**src/rtl/key_conditioner_pkg.sv**
```systemverilog
// Shared types for the push-button conditioner.
// State encodings match the values the display/debug logic already decodes.
package key_conditioner_pkg;

    typedef enum logic [2:0] {
        ST_IDLE        = 3'd0,
        ST_DEB_PRESS   = 3'd1,
        ST_PRESSED     = 3'd2,
        ST_HELD        = 3'd3,
        ST_DEB_RELEASE = 3'd4
    } key_state_e;

endpackage

```
**src/rtl/sync_2ff.sv**
```systemverilog
// Two-flop synchroniser for one asynchronous board input.
// RST_VAL is the value both stages take while rst is high.
module sync_2ff #(
    parameter logic RST_VAL = 1'b1
) (
    input  logic clock,
    input  logic rst,
    input  logic d,
    output logic q
);

    logic s1_q, s1_d;
    logic s2_q, s2_d;

    always_comb begin
        s1_d = d;
        s2_d = s1_q;
    end

    always_ff @(posedge clock) begin
        if (rst) begin
            s1_q <= RST_VAL;
            s2_q <= RST_VAL;
        end else begin
            s1_q <= s1_d;
            s2_q <= s2_d;
        end
    end

    assign q = s2_q;

endmodule

```
**src/rtl/key_conditioner.sv**
```systemverilog
// Debounces one active-low push-button and derives level, edge pulses,
// long-press flag and an auto-repeat pulse train, all registered.
module key_conditioner
    import key_conditioner_pkg::*;
#(
    parameter int unsigned DEBOUNCE_CYCLES = 1_000_000,
    parameter int unsigned HOLD_CYCLES     = 50_000_000,
    parameter int unsigned REPEAT_CYCLES   = 8_333_333,
    parameter int unsigned CNT_W           = 28
) (
    input  logic clock,
    input  logic rst,
    input  logic key_n,
    output logic pressed,
    output logic press_pulse,
    output logic release_pulse,
    output logic long_press,
    output logic repeat_pulse
);

    localparam logic [CNT_W-1:0] DEB_LAST  = CNT_W'(DEBOUNCE_CYCLES - 1);
    localparam logic [CNT_W-1:0] HOLD_LAST = CNT_W'(HOLD_CYCLES - 1);
    localparam logic [CNT_W-1:0] REP_LAST  = CNT_W'(REPEAT_CYCLES - 1);
    localparam logic [CNT_W-1:0] CNT_ONE   = CNT_W'(1);

    logic key_n_s2;

    key_state_e       state_q, state_d;
    key_state_e       ret_q, ret_d;
    logic [CNT_W-1:0] cnt_q, cnt_d;
    logic [CNT_W-1:0] rcnt_q, rcnt_d;

    logic pressed_q, pressed_d;
    logic press_pulse_q, press_pulse_d;
    logic release_pulse_q, release_pulse_d;
    logic long_press_q, long_press_d;
    logic repeat_pulse_q, repeat_pulse_d;

    sync_2ff #(.RST_VAL(1'b1)) u_sync (
        .clock (clock),
        .rst   (rst),
        .d     (key_n),
        .q     (key_n_s2)
    );

    function automatic logic [CNT_W-1:0] sat_inc(input logic [CNT_W-1:0] v,
                                                 input logic [CNT_W-1:0] last);
        sat_inc = (v == last) ? v : v + CNT_ONE;
    endfunction

    always_ff @(posedge clock) begin
        if (rst) begin
            state_q         <= ST_IDLE;
            ret_q           <= ST_IDLE;
            cnt_q           <= '0;
            rcnt_q          <= '0;
            pressed_q       <= 1'b0;
            press_pulse_q   <= 1'b0;
            release_pulse_q <= 1'b0;
            long_press_q    <= 1'b0;
            repeat_pulse_q  <= 1'b0;
        end else begin
            state_q         <= state_d;
            ret_q           <= ret_d;
            cnt_q           <= cnt_d;
            rcnt_q          <= rcnt_d;
            pressed_q       <= pressed_d;
            press_pulse_q   <= press_pulse_d;
            release_pulse_q <= release_pulse_d;
            long_press_q    <= long_press_d;
            repeat_pulse_q  <= repeat_pulse_d;
        end
    end

    // The cycle that detects a release still counts toward the hold/repeat
    // interval, so a glitch delays the cadence by exactly its dwell.
    always_comb begin
        state_d = state_q;
        ret_d   = ret_q;
        cnt_d   = cnt_q;
        rcnt_d  = rcnt_q;
        unique case (state_q)
            ST_IDLE: begin
                cnt_d = '0;
                if (!key_n_s2) state_d = ST_DEB_PRESS;
            end
            ST_DEB_PRESS: begin
                if (key_n_s2) begin
                    state_d = ST_IDLE;
                    cnt_d   = '0;
                end else if (cnt_q == DEB_LAST) begin
                    state_d = ST_PRESSED;
                    cnt_d   = '0;
                end else begin
                    cnt_d = cnt_q + CNT_ONE;
                end
            end
            ST_PRESSED: begin
                if (key_n_s2) begin
                    state_d = ST_DEB_RELEASE;
                    ret_d   = ST_PRESSED;
                    rcnt_d  = '0;
                    cnt_d   = sat_inc(cnt_q, HOLD_LAST);
                end else if (cnt_q == HOLD_LAST) begin
                    state_d = ST_HELD;
                    cnt_d   = '0;
                end else begin
                    cnt_d = cnt_q + CNT_ONE;
                end
            end
            ST_HELD: begin
                if (key_n_s2) begin
                    state_d = ST_DEB_RELEASE;
                    ret_d   = ST_HELD;
                    rcnt_d  = '0;
                    cnt_d   = sat_inc(cnt_q, REP_LAST);
                end else if (cnt_q == REP_LAST) begin
                    cnt_d = '0;
                end else begin
                    cnt_d = cnt_q + CNT_ONE;
                end
            end
            ST_DEB_RELEASE: begin
                if (!key_n_s2) begin
                    state_d = ret_q;
                end else if (rcnt_q == DEB_LAST) begin
                    state_d = ST_IDLE;
                    cnt_d   = '0;
                    rcnt_d  = '0;
                end else begin
                    rcnt_d = rcnt_q + CNT_ONE;
                end
            end
            default: begin
                state_d = ST_IDLE;
                cnt_d   = '0;
                rcnt_d  = '0;
            end
        endcase
    end

    always_comb begin
        pressed_d       = (state_d == ST_PRESSED) || (state_d == ST_HELD) ||
                          (state_d == ST_DEB_RELEASE);
        long_press_d    = (state_d == ST_HELD) ||
                          ((state_d == ST_DEB_RELEASE) && (ret_d == ST_HELD));
        press_pulse_d   = (state_q == ST_DEB_PRESS) && (state_d == ST_PRESSED);
        release_pulse_d = (state_q == ST_DEB_RELEASE) && (state_d == ST_IDLE);
        repeat_pulse_d  = ((state_q == ST_PRESSED) && (state_d == ST_HELD)) ||
                          ((state_q == ST_HELD) && (state_d == ST_HELD) &&
                           (cnt_q == REP_LAST));
    end

    assign pressed       = pressed_q;
    assign press_pulse   = press_pulse_q;
    assign release_pulse = release_pulse_q;
    assign long_press    = long_press_q;
    assign repeat_pulse  = repeat_pulse_q;

endmodule
```
**config.mk**
```make
export PLATFORM = sky130hd
export DESIGN_NAME = key_conditioner
export DESIGN_NICKNAME = d
export VERILOG_FILES = /design/src/rtl/key_conditioner_pkg.sv /design/src/rtl/sync_2ff.sv /design/src/rtl/key_conditioner.sv
export SDC_FILE = /design/constraint.sdc
export NUM_CORES = 1
export LEC_CHECK = 0
export CAP_MARGIN = 5
export CORE_ASPECT_RATIO = 1.75
export CORE_UTILIZATION = 66
export CTS_CLUSTER_DIAMETER = 50
export DETAILED_ROUTE_END_ITERATION = 8
export GPL_ROUTABILITY_DRIVEN = 0
export PLACE_DENSITY = 0.84
export SYNTH_ARGS = -nofsm -noshare
export SYNTH_HDL_FRONTEND = slang
export SYNTH_HIERARCHICAL = 1
export SYNTH_SLANG_ARGS = --single-unit
```
**constraint.sdc**
```tcl
create_clock -name clock -period 4.9 [get_ports clock]
set_input_delay 1.47 -clock clock [delete_from_list [all_inputs] [get_ports clock]]
set_output_delay 1.47 -clock clock [all_outputs]
set_load 0.05 [all_outputs]
```
After elaboration in Yosys (flattened, before gate mapping):

Index checks and enable logic that the tools add are counted.

* add/subtract/negate cells: 2
* $mul: 0
* div/mod/pow operators: 0
* magnitude comparators: 0
* equality and inequality tests: 17
* shift operators: 0
* mux-type cells: 27
* bitwise operators: 1
* reductions and logical operators: 16

Operators with widths (number)
* $mux W28: 13
* $pmux W28 S4: 1
* $pmux W28 S3: 1
* $add A28 B1 Y28 const B: 2
* $eq A28 B20 Y1 const B: 2
* $mux W3: 10
* $eq A28 B23 Y1 const B: 1
* $eq A28 B26 Y1 const B: 1
* $eq A3 B2 Y1 const B: 5
* $pmux W3 S5: 1
* $eq A3 B3 Y1 const B: 2
* $logic_and A1 B1 Y1: 6
* $logic_not A3 Y1: 2
* $ne A3 B3 Y1 const B: 2
* $pmux W3 S2: 1
* $logic_or A1 B1 Y1: 4
* $ne A2 B1 Y1 const B: 2
* $reduce_and A4 Y1: 1
* $reduce_or A2 Y1: 2
* $eq A3 B1 Y1 const B: 1
* $reduce_and A3 Y1: 1
* $ne A2 B2 Y1 const B: 1
* $not A1 Y1: 1

* flip-flop bits (word level): 69
* bits in latches: 0
* RAM bits: 0
* bits in read-only memories: 0
* input bits: 3
* output and inout bits: 5
* logic and storage cells: 74
* memories: 0

Logic depth before layout (Yosys ltp):

Gate-level depths: netlist of run 1.

* depth after elaboration: 8
* gate-level depth with buffers: 10
* depth with buffers taken out: 9

Hierarchy:

Netlist of run 1, hierarchy kept.

Modules (own cells, without submodules)
* key_conditioner: instances 1, cells each 416, area each 3555.9 um^2
* sync_2ff: instances 1, cells each 4, area each 52.6 um^2

Worst setup path after synthesis of run 1:

No wires, ideal clock.

* path kind: input port to flip-flop
* from: in rst
* to: reg cnt_q[11]
* setup time: 0.115 ns
* data arrival time: 2.253 ns
* path slack: 2.532 ns
* cell stages on the path: 4
* path buffers: 2
* cells stage by stage: clkbuf_1 o21bai_4 buf_6 nor2_2

RTL lines
* start, declared: line key_conditioner.sv:12 `input logic rst,`
* end signal, assigned: line key_conditioner.sv:65 `cnt_q <= cnt_d;`
* end, declared: line key_conditioner.sv:30 `logic [CNT_W-1:0] cnt_q, cnt_d;`

Final worst setup path of run 1:

* from: reg rcnt_q[0]
* to: reg cnt_q[1]

* word-level cells in the longest chain between the ends: 3

RTL lines
* start, declared: line key_conditioner.sv:31 `logic [CNT_W-1:0] rcnt_q, rcnt_d;`
* start signal, assigned: line key_conditioner.sv:66 `rcnt_q <= rcnt_d;`
* $eq A28 B20 Y1: line key_conditioner.sv:126 `end else if (rcnt_q == DEB_LAST) begin`
* $ne A2 B2 Y1 (no line)
* $reduce_and A4 Y1 (no line)

No other way between the ends.
A chain may end at the register's enable or synchronous reset.

==> impl_metrics.ini, run 1 <==
[run_status]
outcome = complete, no violations

[floorplan]
die_w_um = 57.9
die_h_um = 99.8
die-area_um2 = 5780
std_cell_rows = 35
io_pins = 8
start_util_pct = 68.7
core_area_um2 = 5260

[worst_setup_path]
end_kind = flip-flop
critPathKind = reg -> reg
crit_buf_inv = 0
reg2regPathDepth = 8
crit_required_ns = 5.10
crit_arrival_ns = 3.18
slowest_stage = o21bai_4
cpLargestDelayFamily = simple AND/OR/NAND/NOR gates
critPathMaxFanout = 26
crit_path_start_kind = flip-flop
path_cells = ha_1, nor4bb_1, nand4_1, nor2_1, nand2b_1, nand2_2, o21bai_4, a21oi_1
r2r_slack_ns = 1.91
crit-reg2reg-launch = rcnt_q[0]$_SDFFE_PP0P_
slowest_delay_ns = 0.66
worst_r2r_endpoint = cnt_q[1]$_SDFFE_PP0P_

[power_and_ir_drop]
cellLeakagePower_nw = 1.13
irDropWorstVdd_mv = 0.200
powerDensity_nw_per_um2 = 268

[hold_path]
min_to = u_sync/q$_SDFF_PP1_
hp-class = reg -> reg
holdCritStartpoint = u_sync/s1_q$_SDFF_PP1_
whs_path_depth = 1

[synthesis]
synthArstFlopShare_pct = 0
syn-cell-area_um2 = 3610
synthCells = 420
synth_ff_type = dfxtp_1
synth_enable_flop_cells = 0
ys_ff_latch = 69
yosysWarnings = 6
yosysUniqueCellTypes = 67
synth_area_per_cell_um2 = 8.59
synth_nets = 426
ys_seq_area_share_pct = 38.3

[drt]
wirelength_mm = 8.03
first_pass_iters = 5
via_count = 3143
viasPerCell = 6.52
drt_iter0_drc = 197
wl_per_cell_um = 16.7
drc_errors = 0
antenna_left = 0

[sta]
fin_crit_sh_pct = 60.9
max_freq_mhz = 335
drv_slew = 0
worst_pin_slew_ns = 0.862
fin_skew_ns = 0.00858
slew_headroom_pct = 42.5
finalHoldViolCount = 0
setup_violations = 0
rsz0062_at_grt = no
post-route-min-period_ns = 2.99
tns_ns = 0

[global_routing]
grtUsageTotal_pct = 30.3
overflow = 0
grt_pass1_vias = 3055
grt_max_degree = 29
grt_pass1_wl_mm = 13.6
antenna_found_initial = 0

[final_layout]
final_common_cell = dfxtp_1
diodes = 0
fillers = 389
final_layout_size_suffix_gt1_share_pct = 12.2
finish.utilization_pct = 73.0
nets = 428
syn_to_final_growth_pct = 6.35
layout_common_cells = 69 x dfxtp_1, 52 x nor2_1, 34 x nand2_1

[place]
dpl.hpwl_mm = 5.71
portBuffers = 7

[clocking]
cts_resized = 0
h-tree-depth = 3
clock_latency_ns = 0.35
cts_root_buf = clkbuf_8
cts_setup_buffers = 0
cts_tree = yes
cts.reportedPaths.clkPinSlew_ns = 0.08
cts_hold_buf = 0
cts_made_buffers = 9
cts_buffer_depth = 2
clock_sinks = 69

[flow_run]
maxCapViolCount = 0
synth_stat cells (2+ instances only):
cell,count,area share (%)
ha_1,3,1.0
nand4b_1,3,0.73
buf_2,7,0.97
and2_1,5,0.87
o31ai_1,3,0.62
or3b_1,2,0.49
nor4_2,2,0.69
xnor2_1,17,4.1
a21oi_1,14,1.9
or4_1,4,0.83
nor4b_1,3,0.73
buf_6,3,0.94
nor3b_1,4,0.83
or2_1,2,0.35
and4_1,5,1.2
nor3_2,2,0.55
nor2_2,12,2.1
nand2_2,3,0.52
o21ai_0,12,1.7
nand3b_1,4,0.83
nand2b_1,4,0.69
and3_1,5,0.87
nand2_1,34,3.5
inv_1,6,0.62
a21o_1,2,0.42
or3_1,6,1.0
a31oi_1,2,0.35
nor2b_1,2,0.35
a311oi_1,2,0.49
nor2_1,52,5.4
xor2_1,25,6.1
nor4_1,9,1.6
nor4bb_1,2,0.55
nand4_1,24,4.2
clkbuf_1,3,0.31
nor3_1,8,1.1
or2_2,2,0.35
nand3_1,21,2.9
dfxtp_1,69,38
buf_1,2,0.21
or4b_1,4,1.1
power breakdown:
group,switching [mW],internal (mW)
clock,0.230,0.199
combinational,0.0208,0.0101
sequential,0.00373,0.563
total,0.254,0.773
registers in the layout (all words and copies together) (netlist names):
signal	flops
release_pulse	1
press_pulse	1
u_sync/s1_q	1
cnt_q	28
ret_q	3
rcnt_q	28
repeat_pulse	1
pressed	1
state_q	3
long_press	1
u_sync/q	1
layer usage:
| metal | wire, µm | global-route usage [%] | part of all wire [%] | up-vias |
|---|---|---|---|---|
| li1 | - | - | - | 1515 |
| met1 | 3070 | 32.2 | 38 | 1505 |
| met2 | 4300 | 52.4 | 54 | 89 |
| met3 | 251 | 6.19 | 3.1 | 34 |
| met4 | 405 | 20.3 | 5.0 | 0 |
| met5 | 0 | 0 | 0 | - |
how the worst max path moves through the flow:
stage,from,end,slack (ns),cells past startpoint
4_1_cts,rcnt_q[0]$_SDFFE_PP0P_,cnt_q[1]$_SDFFE_PP0P_,1.91,8
2_1_floorplan,rst,cnt_q[11]$_SDFFE_PP0P_,2.53,4
3_5_place_dp,rst,rcnt_q[3]$_SDFFE_PP0P_,1.59,3
5_1_grt,rcnt_q[0]$_SDFFE_PP0P_,cnt_q[26]$_SDFFE_PP0P_,1.71,8
6_report,rcnt_q[0]$_SDFFE_PP0P_,cnt_q[1]$_SDFFE_PP0P_,1.91,8
3_3_place_gp,rst,rcnt_q[13]$_SDFFE_PP0P_,1.64,3
final cells by class:
cell class,count,area (µm²),area share (%)
clock buffers,10,138,3.59
clock inverters,6,47.5,1.24
inverters,6,22.5,0.587
flip-flops and latches,69,1380,36.0
multi-input cells,329,2110,55.0
repair buffers,7,70.1,1.83
well taps,55,68.8,1.79
through the flow:
stage          worst slack (ns)  total power [mW]  hold WS [ns]  instance area, µm²  std cells
3_5_place_dp               1.59             0.611         0.408                3650        466
6_report                   1.91              1.03         0.453                3840        482
2_1_floorplan              2.53             0.606         0.383                3610        420
3_3_place_gp               1.64             0.610         0.398                3650        466
5_1_grt                    1.71              1.07         0.465                3840        482
4_1_cts                    1.91              1.03         0.427                3840        482
worst register-to-register path, stage by stage, from the launching register on:
cell	delay, ns
dfxtp_1	0.37
ha_1	0.23
nor4bb_1	0.38
nand4_1	0.21
nor2_1	0.15
nand2b_1	0.51
nand2_2	0.21
o21bai_4	0.66
a21oi_1	0.12
cell families after synthesis:
group | synth area share [%]
buffers and inverters | 3.26
AOI/OAI and AO/OA | 9.02
adders and majority gates | 1.04
and+or+nand+nor | 37.9
muxes | 0.277
xor gates and xnor gates | 10.2
DFF | 38.3
(Power assumes the default switching activity.)
==> run 2, diff against run 1 <==
--- a/config.mk
+++ b/config.mk
@@ -7,11 +7,11 @@
 export LEC_CHECK = 0
 export CAP_MARGIN = 5
 export CORE_ASPECT_RATIO = 1.75
-export CORE_UTILIZATION = 66
+export CORE_UTILIZATION = 62
 export CTS_CLUSTER_DIAMETER = 50
 export DETAILED_ROUTE_END_ITERATION = 8
 export GPL_ROUTABILITY_DRIVEN = 0
-export PLACE_DENSITY = 0.84
+export PLACE_DENSITY = 0.8
 export SYNTH_ARGS = -nofsm -noshare
 export SYNTH_HDL_FRONTEND = slang
 export SYNTH_HIERARCHICAL = 1
==> constraint.sdc (replaced) <==
create_clock -name clock -period 2.99 [get_ports clock]
set_input_delay 0.897 -clock clock [delete_from_list [all_inputs] [get_ports clock]]
set_output_delay 0.897 -clock clock [all_outputs]
set_load 0.05 [all_outputs]
==> run 2 against run 1 <==
Sequential power rose by 64%. Critical path depth did not move. Via count fell by 0.35%. Power rose by 84%. Sequential share of layout area fell by 1.2 points. Sequential cell count did not move. Final area rose by 3.4%. Fmax rose by 17%. Utilization fell by 2.0 points. Clock power rose by 110%. Largest cell class unchanged.
==> impl_metrics.ini, run 2 (same netlist as run 1, synthesis figures left out) <==
[floorplan]
die_w_um = 59.7
std_cell_rows = 36
core_area_um2 = 5590
die-area_um2 = 6140
die_h_um = 103
io_pins = 8
start_util_pct = 64.6

[hold_path]
holdCritStartpoint = u_sync/s1_q$_SDFF_PP1_
hp-class = reg -> reg
whs_path_depth = 1

[sta]
fin_crit_sh_pct = 85.2
post-route-min-period_ns = 2.55
rsz0062_at_grt = no
max_freq_mhz = 393
setup_violations = 0
setup_ws_ns = 0.442
drv_slew = 0
slew_headroom_pct = 63.8
fin_skew_ns = 0.00807
worst_pin_slew_ns = 0.536
finalHoldViolCount = 0
tns_ns = 0

[global_routing]
grt_pass1_vias = 3087
grt_max_degree = 29
grt_pass1_wl_mm = 13.8
grtUsageTotal_pct = 29.9
antenna_found_initial = 0
overflow = 0

[place]
dp_slack_ns = 0.505
portBuffers = 7
dpl.hpwl_mm = 6.06

[worst_setup_path]
crit_path_start_kind = flip-flop
crit_required_ns = 3.27
reg2regPathDepth = 8
crit_arrival_ns = 2.83
startpoint = state_q[0]$_SDFF_PP0_
crit-reg2reg-launch = state_q[0]$_SDFF_PP0_
critPathMaxFanout = 14
end_kind = flip-flop
critPathKind = reg -> reg

[clocking]
cts_tree = yes
cts_root_buf = clkbuf_8
h-tree-depth = 3
cts_made_buffers = 9
cts_buffer_depth = 2
cts.reportedPaths.clkPinSlew_ns = 0.08
cts_setup_buffers = 0
clock_sinks = 69
clock_latency_ns = 0.35
cts_resized = 0
cts_hold_buf = 0

[drt]
wl_per_cell_um = 16.7
first_pass_iters = 4
drc_errors = 0
drt_iter0_drc = 198
antenna_left = 0
via_count = 3132
wirelength_mm = 8.46
viasPerCell = 6.17

[power_and_ir_drop]
irDropWorstVdd_mv = 0.375
powerDensity_nw_per_um2 = 477
cellLeakagePower_nw = 1.19

[flow_run]
maxCapViolCount = 0

[final_layout]
biggestRegsByFlops = cnt_q: 28 flops, rcnt_q: 28 flops
layout_common_cells = 69 x dfxtp_1, 52 x nor2_1, 34 x nand2_1
nets = 433
final_layout_size_suffix_gt1_share_pct = 13.0
diodes = 0
final_common_cell = dfxtp_1
syn_to_final_growth_pct = 9.95

[run_status]
outcome = complete, no violations
## run 2: final timing paths
path / to / slack [ns]
hold / removal: u_sync/q$_SDFF_PP1_ / 0.42
setup / recovery: cnt_q[1]$_SDFFE_PP0P_ / 0.44
setup reg to reg: cnt_q[1]$_SDFFE_PP0P_ / 0.44
hold reg to reg: u_sync/q$_SDFF_PP1_ / 0.42
## run 2: routing by layer
| metal | share of wire, % | vias to the layer above | track usage [%] |
|---|---|---|---|
| met5 | 0 | - | 0 |
| li1 | - | 1527 | - |
| met1 | 37 | 1482 | 28.9 |
| met3 | 3.3 | 38 | 7.03 |
| met4 | 5.0 | 0 | 17.9 |
| met2 | 55 | 85 | 55.0 |
## run 2: cell type report
class,instances,area (µm²)
sequential,69,1380
inverter,6,22.5
tap,76,95.1
timing repair buffer,12,120
clock inverter,6,111
clock buffer,10,128
fill,490,1620
multi-input combinational,329,2110
## run 2: metrics by stage
stage | cells | util (%) | hold slack [ns] | power (mW) | area (µm²)
CTS | 508 | 71.0 | 0.424 | 1.91 | 3970
detailed placement | 492 | 66.8 | 0.406 | 1.01 | 3730
floorplan | 420 | - | 0.383 | 0.992 | 3610
finish | 508 | 71.0 | 0.419 | 1.89 | 3970
global placement | 492 | 66.8 | 0.412 | 1.01 | 3730
global route | 508 | 71.0 | 0.437 | 1.95 | 3970
## run 2: critical path: stages (launching register included)
cell and delay (ns):
dfxtp_1 0.48, or4b_1 0.47, nor4_1 0.39, a32oi_1 0.16, nand2b_4 0.28, nand2_2 0.20
o21bai_4 0.19, buf_12 0.20, a21oi_1 0.11
## run 2: power breakdown
| group | switching, mW | internal, mW | leakage (nW) |
|---|---|---|---|
| registers | 0.00602 | 0.923 | 0.556 |
| logic | 0.0362 | 0.0208 | 0.517 |
| clock network | 0.354 | 0.554 | 0.116 |
==> run 3, diff against run 2 <==
--- a/config.mk
+++ b/config.mk
@@ -11,7 +11,8 @@
 export CTS_CLUSTER_DIAMETER = 50
 export DETAILED_ROUTE_END_ITERATION = 8
 export GPL_ROUTABILITY_DRIVEN = 0
-export PLACE_DENSITY = 0.8
+export PLACE_DENSITY = 0.9
+export RECOVER_POWER = 25
 export SYNTH_ARGS = -nofsm -noshare
 export SYNTH_HDL_FRONTEND = slang
 export SYNTH_HIERARCHICAL = 1
==> run 3 against run 2 <==
Routed wire length down 2.7%. Sequential share of layout area grew 0.50 points. Clock power decreased by 7.0%. Sequential cell count stayed put. First-iteration DRC count is 19% higher. Worst setup slack got worse by 0.060 ns. Via count is 2.9% higher. Non-clock buffer count did not move. Combinational power fell by 4.7%. Hold slack improved by 0.0083 ns.
==> impl_metrics.ini, run 3 (same netlist as run 1, synthesis figures left out) <==
[place]
portBuffers = 7
dpl.hpwl_mm = 5.87
dp_slack_ns = 0.508
postPlaceCellArea_um2 = 3720

[clocking]
cts_buffer_depth = 2
clock_latency_ns = 0.36
cts_root_buf = clkbuf_8
cts_setup_buffers = 0
cts_resized = 0
cts_made_buffers = 9
h-tree-depth = 3
cts_tree = yes
cts.reportedPaths.clkPinSlew_ns = 0.08
cts_hold_buf = 0
clock_sinks = 69

[sta]
max_freq_mhz = 383
hold_ws_ns = 0.427
drv_slew = 0
worst_pin_slew_ns = 0.625
rsz0062_at_grt = no
setup_violations = 0
tns_ns = 0
slew_headroom_pct = 57.8
fin_crit_sh_pct = 87.2
post-route-min-period_ns = 2.61
finalHoldViolCount = 0
fin_skew_ns = 0.0118
setup_ws_ns = 0.382

[flow_run]
maxCapViolCount = 0

[worst_setup_path]
critPathKind = reg -> reg
path_cells = or4_4, nor4_1, nand2_2, a21oi_2, nor3_2, o21bai_4, buf_4, nor2_1
startpoint = cnt_q[7]$_SDFFE_PP0P_
end_kind = flip-flop
r2r_slack_ns = 0.38
slowest_delay_ns = 0.56
crit_path_start_kind = flip-flop
crit_arrival_ns = 2.85
reg2regPathDepth = 8
critPathMaxFanout = 17
worst_r2r_endpoint = cnt_q[21]$_SDFFE_PP0P_
crit-reg2reg-launch = cnt_q[7]$_SDFFE_PP0P_
slowest_stage = or4_4
crit_required_ns = 3.23

[global_routing]
overflow = 0
antenna_found_initial = 0
grtUsageTotal_pct = 29.4
grt_max_degree = 29
grt_pass1_vias = 3052
grt_pass1_wl_mm = 13.5

[drt]
via_count = 3224
wirelength_mm = 8.23
wl_per_cell_um = 16.2
viasPerCell = 6.35
first_pass_iters = 4
drc_errors = 0
antenna_left = 0
drt_iter0_drc = 236

[floorplan]
core_area_um2 = 5590
die_w_um = 59.7
die_h_um = 103
die-area_um2 = 6140
std_cell_rows = 36
io_pins = 8
start_util_pct = 64.6

[hold_path]
hp-class = reg -> reg
min_to = u_sync/q$_SDFF_PP1_
whs_path_depth = 1
holdCritStartpoint = u_sync/s1_q$_SDFF_PP1_

[final_layout]
final_common_cell = dfxtp_1
finalInstanceArea_um2 = 3910
nets = 433
layout_common_cells = 69 x dfxtp_1, 52 x nor2_1, 34 x nand2_1
biggestRegsByFlops = cnt_q: 28 flops, rcnt_q: 28 flops
finish.utilization_pct = 70.0
final_layout_size_suffix_gt1_share_pct = 12.5
diodes = 0
syn_to_final_growth_pct = 8.39
fillers = 465

[run_status]
outcome = complete, no violations

[power_and_ir_drop]
irDropWorstVdd_mv = 0.420
powerDensity_nw_per_um2 = 467
cellLeakagePower_nw = 1.17
## run 3: changes by cell type in the layout (fill, tap and decap cells not counted)
cell,previous run,this run
nor4_1,9,10
nor4b_2,1,0
buf_4,4,3
nor4b_1,3,4
inv_6,0,1
clkdlybuf4s50_1,7,6
clkbuf_2,0,1
bufinv_16,3,2
clkinv_4,1,2
nor4_4,1,0
dlygate4sd3_1,0,1
buf_12,1,0
## run 3: metal layers
| metal | GRT usage (%) | routed length (µm) | up-vias |
|---|---|---|---|
| li1 | - | - | 1529 |
| met3 | 5.40 | 381 | 42 |
| met4 | 19.9 | 396 | 0 |
| met2 | 53.0 | 4360 | 126 |
| met5 | 0 | 0 | - |
| met1 | 29.4 | 3090 | 1527 |
## run 3: final cells by class
| cell class | instances | area, µm² | share of cell area (%) |
|---|---|---|---|
| multi-input cells | 329 | 2090 | 53.4 |
| flip-flops and latches | 69 | 1380 | 35.3 |
| clock buffers | 9 | 124 | 3.17 |
| repair buffers | 12 | 101 | 2.59 |
| clock inverters | 7 | 98.8 | 2.53 |
| well taps | 76 | 95.1 | 2.43 |
| inverters | 6 | 22.5 | 0.576 |
## run 3: worst max-delay path by stage
stage	slack [ns]	cells after the start	end
5_1_grt	0.16	8	cnt_q[21]$_SDFFE_PP0P_
2_1_floorplan	0.92	9	cnt_q[22]$_SDFFE_PP0P_
6_report	0.38	8	cnt_q[21]$_SDFFE_PP0P_
4_1_cts	0.46	8	cnt_q[13]$_SDFFE_PP0P_
3_5_place_dp	0.51	8	cnt_q[25]$_SDFFE_PP0P_
3_3_place_gp	0.54	8	cnt_q[25]$_SDFFE_PP0P_
## run 3: critical path: cells and delay by family, from the launching register on
kind            cells  cell delay [ns]
flops               1             0.37
compound gates      2             0.46
simple gates        5             1.33
buf+inv             1             0.32
## run 3: power breakdown
group | internal (mW) | leakage (nW) | switching [mW]
registers | 0.923 | 0.556 | 0.00605
logic | 0.0184 | 0.507 | 0.0360
clock network | 0.473 | 0.110 | 0.371
## run 3: through the flow
stage / total power, mW / instances
global placement: 1.00 / 492
floorplan: 0.992 / 420
finish: 1.83 / 508
CTS: 1.84 / 508
global route: 1.89 / 508
detailed placement: 1.01 / 492
